==> src/rtl/spi_rr_arbiter.sv <==
// ============================================================================
// Module      : spi_rr_arbiter
// Description : Round-robin arbiter sharing one spi_master among NREQ clients.
//               Optional XFER watchdog enabled by defining SPI_ARB_TIMEOUT_EN.
// Revision    : 1.0 - initial release
// ============================================================================
`default_nettype none

module spi_rr_arbiter #(
    parameter int NREQ           = 4,
    parameter int PTR_W          = 2,
    parameter int TIMEOUT_CYCLES = 64
) (
    input  logic              clk,
    input  logic              rst,
    input  logic [NREQ-1:0]   req,
    input  logic [NREQ*8-1:0] tx_data,
    output logic [NREQ-1:0]   gnt,
    output logic [NREQ-1:0]   rsp_valid,
    output logic [7:0]        rsp_data,
    output logic              busy,
    output logic              timeout_err,
    output logic              m_start,
    output logic [7:0]        m_data_in,
    input  logic [7:0]        m_data_out,
    input  logic              m_done
);

    typedef enum logic [1:0] {
        S_IDLE = 2'd0,
        S_XFER = 2'd1,
        S_RESP = 2'd2
    } state_t;

    localparam logic [NREQ-1:0] c_ONE = {{(NREQ-1){1'b0}}, 1'b1};

    // Reject configurations the pointer arithmetic cannot represent.
    generate
        if (PTR_W != $clog2(NREQ) || NREQ < 2 || NREQ > 8 || TIMEOUT_CYCLES < 1) begin : g_bad_params
            $error("spi_rr_arbiter: illegal parameter combination");
        end
    endgenerate

    state_t             r_state, w_state_nxt;
    logic [PTR_W-1:0]   r_ptr, w_ptr_nxt;
    logic [PTR_W-1:0]   r_owner, w_owner_nxt;
    logic [NREQ-1:0]    r_gnt, w_gnt_nxt;
    logic [NREQ-1:0]    r_rsp_valid, w_rsp_valid_nxt;
    logic [7:0]         r_rsp_data, w_rsp_data_nxt;
    logic               r_m_start, w_m_start_nxt;
    logic [7:0]         r_m_data_in, w_m_data_in_nxt;
    logic               r_timeout_err, w_timeout_err_nxt;

    logic               w_found;
    logic [PTR_W-1:0]   w_winner;
    logic [PTR_W:0]     w_sum;
    logic               w_timeout;

    // Rotating priority search: first set req at or above ptr, wrapping to 0.
    always_comb begin
        w_found  = 1'b0;
        w_winner = '0;
        w_sum    = '0;
        for (int i = 0; i < NREQ; i++) begin
            w_sum = {1'b0, r_ptr} + (PTR_W+1)'(i);
            if (w_sum >= (PTR_W+1)'(NREQ)) begin
                w_sum = w_sum - (PTR_W+1)'(NREQ);
            end
            if (!w_found && req[w_sum[PTR_W-1:0]]) begin
                w_found  = 1'b1;
                w_winner = w_sum[PTR_W-1:0];
            end
        end
    end

`ifdef SPI_ARB_TIMEOUT_EN
    localparam int                c_TCNT_W   = $clog2(TIMEOUT_CYCLES + 1);
    localparam logic [c_TCNT_W-1:0] c_TCNT_MAX = c_TCNT_W'(TIMEOUT_CYCLES);

    logic [c_TCNT_W-1:0] r_tcnt;
    logic [c_TCNT_W-1:0] w_tcnt_inc;

    assign w_tcnt_inc = (r_tcnt == c_TCNT_MAX) ? r_tcnt : r_tcnt + 1'b1;
    assign w_timeout  = (r_state == S_XFER) && (w_tcnt_inc == c_TCNT_MAX);

    // Counter is zero on XFER entry and counts XFER cycles, saturating.
    always_ff @(posedge clk) begin
        if (rst || r_state != S_XFER) begin
            r_tcnt <= '0;
        end else begin
            r_tcnt <= w_tcnt_inc;
        end
    end
`else
    assign w_timeout = 1'b0;
`endif

    always_comb begin
        w_state_nxt       = r_state;
        w_ptr_nxt         = r_ptr;
        w_owner_nxt       = r_owner;
        w_gnt_nxt         = '0;
        w_rsp_valid_nxt   = '0;
        w_rsp_data_nxt    = r_rsp_data;
        w_m_start_nxt     = r_m_start;
        w_m_data_in_nxt   = r_m_data_in;
        w_timeout_err_nxt = 1'b0;
        case (r_state)
            S_IDLE: begin
                if (w_found) begin
                    w_state_nxt     = S_XFER;
                    w_owner_nxt     = w_winner;
                    w_m_data_in_nxt = tx_data[{w_winner, 3'b000} +: 8];
                    w_gnt_nxt       = c_ONE << w_winner;
                    w_m_start_nxt   = 1'b1;
                end
            end
            S_XFER: begin
                // Completion has priority over a coincident timeout.
                if (m_done) begin
                    w_rsp_data_nxt  = m_data_out;
                    w_m_start_nxt   = 1'b0;
                    w_rsp_valid_nxt = c_ONE << r_owner;
                    w_state_nxt     = S_RESP;
                end else if (w_timeout) begin
                    w_rsp_data_nxt    = 8'hFF;
                    w_m_start_nxt     = 1'b0;
                    w_rsp_valid_nxt   = c_ONE << r_owner;
                    w_timeout_err_nxt = 1'b1;
                    w_state_nxt       = S_RESP;
                end
            end
            S_RESP: begin
                w_ptr_nxt   = (r_owner == PTR_W'(NREQ-1)) ? '0 : r_owner + 1'b1;
                w_state_nxt = S_IDLE;
            end
            default: begin
                w_state_nxt   = S_IDLE;
                w_m_start_nxt = 1'b0;
            end
        endcase
    end

    always_ff @(posedge clk) begin
        if (rst) begin
            r_state       <= S_IDLE;
            r_ptr         <= '0;
            r_owner       <= '0;
            r_gnt         <= '0;
            r_rsp_valid   <= '0;
            r_rsp_data    <= 8'h00;
            r_m_start     <= 1'b0;
            r_m_data_in   <= 8'h00;
            r_timeout_err <= 1'b0;
        end else begin
            r_state       <= w_state_nxt;
            r_ptr         <= w_ptr_nxt;
            r_owner       <= w_owner_nxt;
            r_gnt         <= w_gnt_nxt;
            r_rsp_valid   <= w_rsp_valid_nxt;
            r_rsp_data    <= w_rsp_data_nxt;
            r_m_start     <= w_m_start_nxt;
            r_m_data_in   <= w_m_data_in_nxt;
            r_timeout_err <= w_timeout_err_nxt;
        end
    end

    assign gnt         = r_gnt;
    assign rsp_valid   = r_rsp_valid;
    assign rsp_data    = r_rsp_data;
    assign busy        = (r_state != S_IDLE);
    assign timeout_err = r_timeout_err;
    assign m_start     = r_m_start;
    assign m_data_in   = r_m_data_in;

endmodule

`default_nettype wire

==> config.mk <==
export PLATFORM = sky130hd
export DESIGN_NAME = spi_rr_arbiter
export DESIGN_NICKNAME = d
export VERILOG_FILES = /design/src/rtl/spi_rr_arbiter.sv
export SDC_FILE = /design/constraint.sdc
export NUM_CORES = 1
export LEC_CHECK = 0
export ABC_AREA = 0
export CORE_ASPECT_RATIO = 1.4
export CORE_UTILIZATION = 30
export CTS_CLUSTER_DIAMETER = 30
export DETAILED_ROUTE_END_ITERATION = 16
export PLACE_DENSITY = 0.77
export SYNTH_ARGS = -nofsm -noshare
export SYNTH_HDL_FRONTEND = slang
export SYNTH_SLANG_ARGS = --single-unit
export TNS_END_PERCENT = 30
==> constraint.sdc <==
create_clock -name clk -period 3.5 [get_ports clk]
set_input_delay 0.7 -clock clk [delete_from_list [all_inputs] [get_ports clk]]
set_output_delay 0.7 -clock clk [all_outputs]
set_load 0.005 [all_outputs]
### Word-level counts from Yosys, hierarchy flattened

Cells that the tools add are included.
Widths: inputs -> output; s select.

| cells by class | value |
|---|---|
| $add $sub $neg | 8 |
| $mul | 0 |
| divide/modulo/power cells | 0 |
| order comparisons | 8 |
| equal/unequal tests | 5 |
| shift operators | 3 |
| multiplexer cells | 27 |
| bitwise operators | 5 |
| reductions and logical operators | 14 |

Operator list:

| operator | count |
|---|---|
| $shiftx 32x6->8 | 1 |
| $mux 2 | 11 |
| $lt 2x3->1 const B | 4 |
| $mux 1 | 10 |
| $ge 3x3->1 const B | 3 |
| $bmux 1 s2 | 4 |
| $shl 1x2->4 const A | 2 |
| $sub 2x1->2 const B | 4 |
| $add 2x2->3 const B | 2 |
| $reduce_and 2->1 | 3 |
| $reduce_or 3->1 | 2 |
| $not 1->1 | 5 |
| $eq 2x2->1 const B | 2 |
| $ne 2x2->1 const B | 2 |
| $pmux 2 s2 | 1 |
| $add 2x1->3 const B | 1 |
| $ge 2x3->1 const B | 1 |
| $logic_and 1x1->1 | 3 |
| $logic_not 1->1 | 3 |
| $pmux 1 s3 | 1 |
| $reduce_and 3->1 | 1 |
| $add 2x1->2 const B | 1 |
| $eq 2x1->1 const B | 1 |
| $logic_not 2->1 | 1 |
| $reduce_bool 2->1 | 1 |

| storage, ports and cells | value |
|---|---|
| flip-flop bits (word level) | 31 |
| latch bits | 0 |
| RAM bits | 0 |
| memory bits (read-only) | 0 |
| input bits | 47 |
| output and inout port bits | 27 |
| word-level logic and storage cells | 78 |
| memories | 0 |

### Depth between registers and ports, before layout

| depth | value |
|---|---|
| word-level depth | 16 |
| mapped depth | 6 |
| mapped depth without buffers | 5 |

### Worst setup path before layout

No wires, ideal clock.

| timing path | value |
|---|---|
| kind | input-to-reg |
| from | input port req[1] |
| to | register r_m_data_in[0], in the netlist m_data_in[0] |
| library setup time | 0.134 ns |
| data arrival time | 1.670 ns |
| required time | 3.366 ns |
| slack | 1.697 ns |
| stages on the path | 5 |
| path buffers | 0 |
| cells stage by stage | or4_4 -> nand2_4 -> nor2_4 -> nand2_2 -> o221ai_1 |

| on the way | value |
|---|---|
| word-level cells in the longest chain between the ends | 13 |
| elaborated cells between the ends (all ways) | 24 |
| those cells by class | 1 x shift; 16 x mux; 7 x reduce/logical |

Ends and longest elaborated chain:

| what | line | text |
|---|---|---|
| start, declared | 16 | `input logic [NREQ-1:0] req,` |
| $bmux 1 s2 | 69 | `if (!w_found && req[w_sum[PTR_W-1:0]]) begin` |
| $mux 1 (implied by the code) | 69 |  |
| $mux 1 | 69 |  |
| $logic_not 1->1 | 69 |  |
| $logic_and 1x1->1 | 69 |  |
| $mux 1 | 69 |  |
| $logic_not 1->1 | 69 |  |
| $logic_and 1x1->1 | 69 |  |
| $mux 1 | 69 |  |
| $logic_not 1->1 | 69 |  |
| $logic_and 1x1->1 | 69 |  |
| $mux 2 or $mux 1 (tied branches) | 69 |  |
| $shiftx 32x6->8 or $reduce_and 2->1 (tied branches) | -- |  |
| end signal, assigned | 163 | `r_m_data_in <= w_m_data_in_nxt;` |
| end, declared | 51 | `logic [7:0] r_m_data_in, w_m_data_in_nxt;` |

Parallel ways exist; a longest one is shown, timed or not. The select of a mux whose other input is x is not followed.
A chain may end at the register's enable or synchronous reset.

### Final worst setup path

| timing path | value |
|---|---|
| from | input port req[0] |
| to | register r_m_data_in[3], in the netlist m_data_in[3] |

The elaborated chain is that of the path after synthesis.

==> metrics.txt <==
status=completed; Worst setup EP type=register; ys flop type=dfxtp_1; Final TNS setup=0 ns; initial drt markers=between 40 and 50; number of gates resized after CTS=0; Worst Path Arrival=2.41 ns; Yosys top cell area share=0.4618; # DRC=0; placed instance area=2095 µm²; Fmax=442.0 MHz; Synth area leaders=dfxtp_1 46%, mux2i_1 13%, nand2_1 7.5%, a21oi_1 4.8%, o221ai_1 4.6%; CP max FO=18; Startpoint Class=input pin; PD cells=around 420 nW/µm²; Antenna diodes=0; Cell Rows=28; Worst Setup Path Type=in -> reg; fin crit period=around 2.3 ns; VDD IR max=0.1903 mV; worst stage delay on the critical path=approximately 0.47 ns; layout cells sized above 1=0.07692; largest net degree at the start of global routing=20; I/O Buffers=a little over 70; Vias/cell=roughly 4.6; HPWL after detailed placement=2449 µm; WP data required=~3.7 ns; MaxCap Viol Count=0; FFs w/ async S/R, synth=0; most common cell after layout, fill and taps aside=clkdlybuf4s50_1; Synth Warn #=0; synth-to-layout area growth=64.62%; vias in the first global route=between 1000 and 1500; # setup viols final=0; worst hold path class=reg -> reg; Die ar.=~4800 µm²; commonest non-fill, non-tap cells in the layout=72 x clkdlybuf4s50_1, 31 x dfxtp_1, 27 x nand2_1, 18 x mux2i_1, 15 x nor2_1; sequential-to-total area share from yosys stat=0.4618; worst-margin pin slew=0.7426 ns; post-layout util=0.5176; critical-path cell list=clkdlybuf4s50_1, a21o_1, a21oi_1, o22a_1, buf_4, mux2i_1, o221ai_1; DR pass1 iterations=4; Tcrit/Tclk final=0.6464; initial antenna violation count=0; Clock Sinks=31; top cell family by delay on the critical path=buffers and inverters; Netlist cell types=32; CP max-delay cell=clkdlybuf4s50_1; Synth Instances=~150; Clock transition at path regs=0.06 ns; worst-skew pair later-pin latency=around 0.29 ns; Boundary Pins=74; Avg Cell Area, Syn=9.141 µm²; clk root buf=clkbuf_8; area leader, netlist=dfxtp_1; Starting Density=0.3144; Finished Layout Cells=281; TritonCTS Buffers=5; register bit total from synthesis=31; Leakage Power=just over 0.8 nW; R2R Setup Slk=1.83 ns; core box area=4274 µm²; fillcell total=413; unrepaired setup endpoints after global routing=false; GRT Util Overall=0.1492; Placed Cells=273; H-tree Lvls=2; nets=between 200 and 300; total vias in the final route=1295; RePlAce Congestion=0.7406; number of synthesized flops with an enable pin=0; Clock Tree Buf Depth=2; Fin. Hold Viols=0; WP buf/inv=2; die width=58.57 µm; CTS tree=built; Worst Skew=0.007089 ns; post-route ant nets=0; Post-CTS Setup Inserts=0; Slew headroom=0.5034; grt ovf=0; Max Slew Vio Count=0; Mapped Area=1344 µm²; first-pass GRT wire length=5244 µm; WL final=3222 µm; WL/cell=around 11 µm; syn_nets=between 150 and 200; Final Cell Area=2212 µm²; Die Span Y=81.19 µm; CTS Hold Bufs=0
layout make-up:
| type | instances | area, µm² | area share |
|---|---|---|---|
| multi-input cells | 104 | 651.9 | 0.2947 |
| well taps | 60 | 75.07 | 0.03394 |
| clock buffers | 6 | 82.58 | 0.03733 |
| flip-flops and latches | 31 | 620.6 | 0.2805 |
| inverters | 5 | 18.77 | 0.008484 |
| clock inverters | 2 | 35.03 | 0.01584 |
| repair buffers | 73 | 728.2 | 0.3292 |
per-stage QoR:
step	total power, mW	setup WS [ns]	hold WS (ns)
after global routing	0.9743	1.144	0.4721
after CTS	0.9450	1.265	0.4560
after floorplan	0.4742	1.697	0.4517
final	0.9321	1.238	0.4533
after global placement	0.5768	0.9950	0.4414
after detailed placement	0.5793	0.9515	0.4471
report_power, final:
part / internal, mW / switching [mW] / total (mW)
clock: 0.230 / 0.133 / 0.363
combinational: 0.112 / 0.0666 / 0.179
sequential: 0.377 / 0.0141 / 0.391
cells by family (layout without fill, tap and decap cells):
logic type,after synthesis,count (layout),synth area share
AO/OA/AOI/OAI,29,29,0.1471
flip-flops,31,31,0.4618
buffers and inverters,12,86,0.05307
other,1,1,0.002791
multiplexers,18,18,0.1341
adder cells (fa/ha/maj),1,1,0.009309
AND/OR/NAND/NOR,55,55,0.1918
sequential cells by signal, indices dropped and copies added (netlist names):
name	count
m_start	1
gnt	4
r_owner	2
m_data_in	8
rsp_valid	4
r_state	2
rsp_data	8
r_ptr	2
synth_stat cells, types with 2 or more instances:
master / instances
inv_1: 5
dfxtp_1: 31
o221ai_1: 7
nand2_1: 27
mux2i_1: 18
a21oi_1: 13
nand2b_1: 2
o21ai_0: 2
nor2_1: 15
clkbuf_1: 2
buf_4: 3
buf_6: 2
worst paths after layout:
check / startpoint / to / depth (start not counted)
setup / recovery: req[0] / m_data_in[3] / 7
hold / removal: rsp_data[7] / rsp_data[7] / 2
setup reg to reg: r_ptr[1] / m_data_in[3] / 6
hold reg to reg: rsp_data[7] / rsp_data[7] / 2
routing by layer:
layer / wire [µm] / up-vias / global-route usage
met2: 1609 / 58 / 0.2575
met1: 1246 / 577 / 0.1537
met4: 69 / 0 / 0.07857
li1: - / 652 / -
met5: 0 / - / 0
met3: 298 / 8 / 0.05892
worst min-delay path: cells and delay by family (launching register included):
kind / cells / cell delay, ns
AO/OA/AOI/OAI: 1 / 0.05
flip-flops: 1 / 0.31
AND/OR/NAND/NOR: 1 / 0.05
No activity file was read; power rests on OpenSTA's default activity.
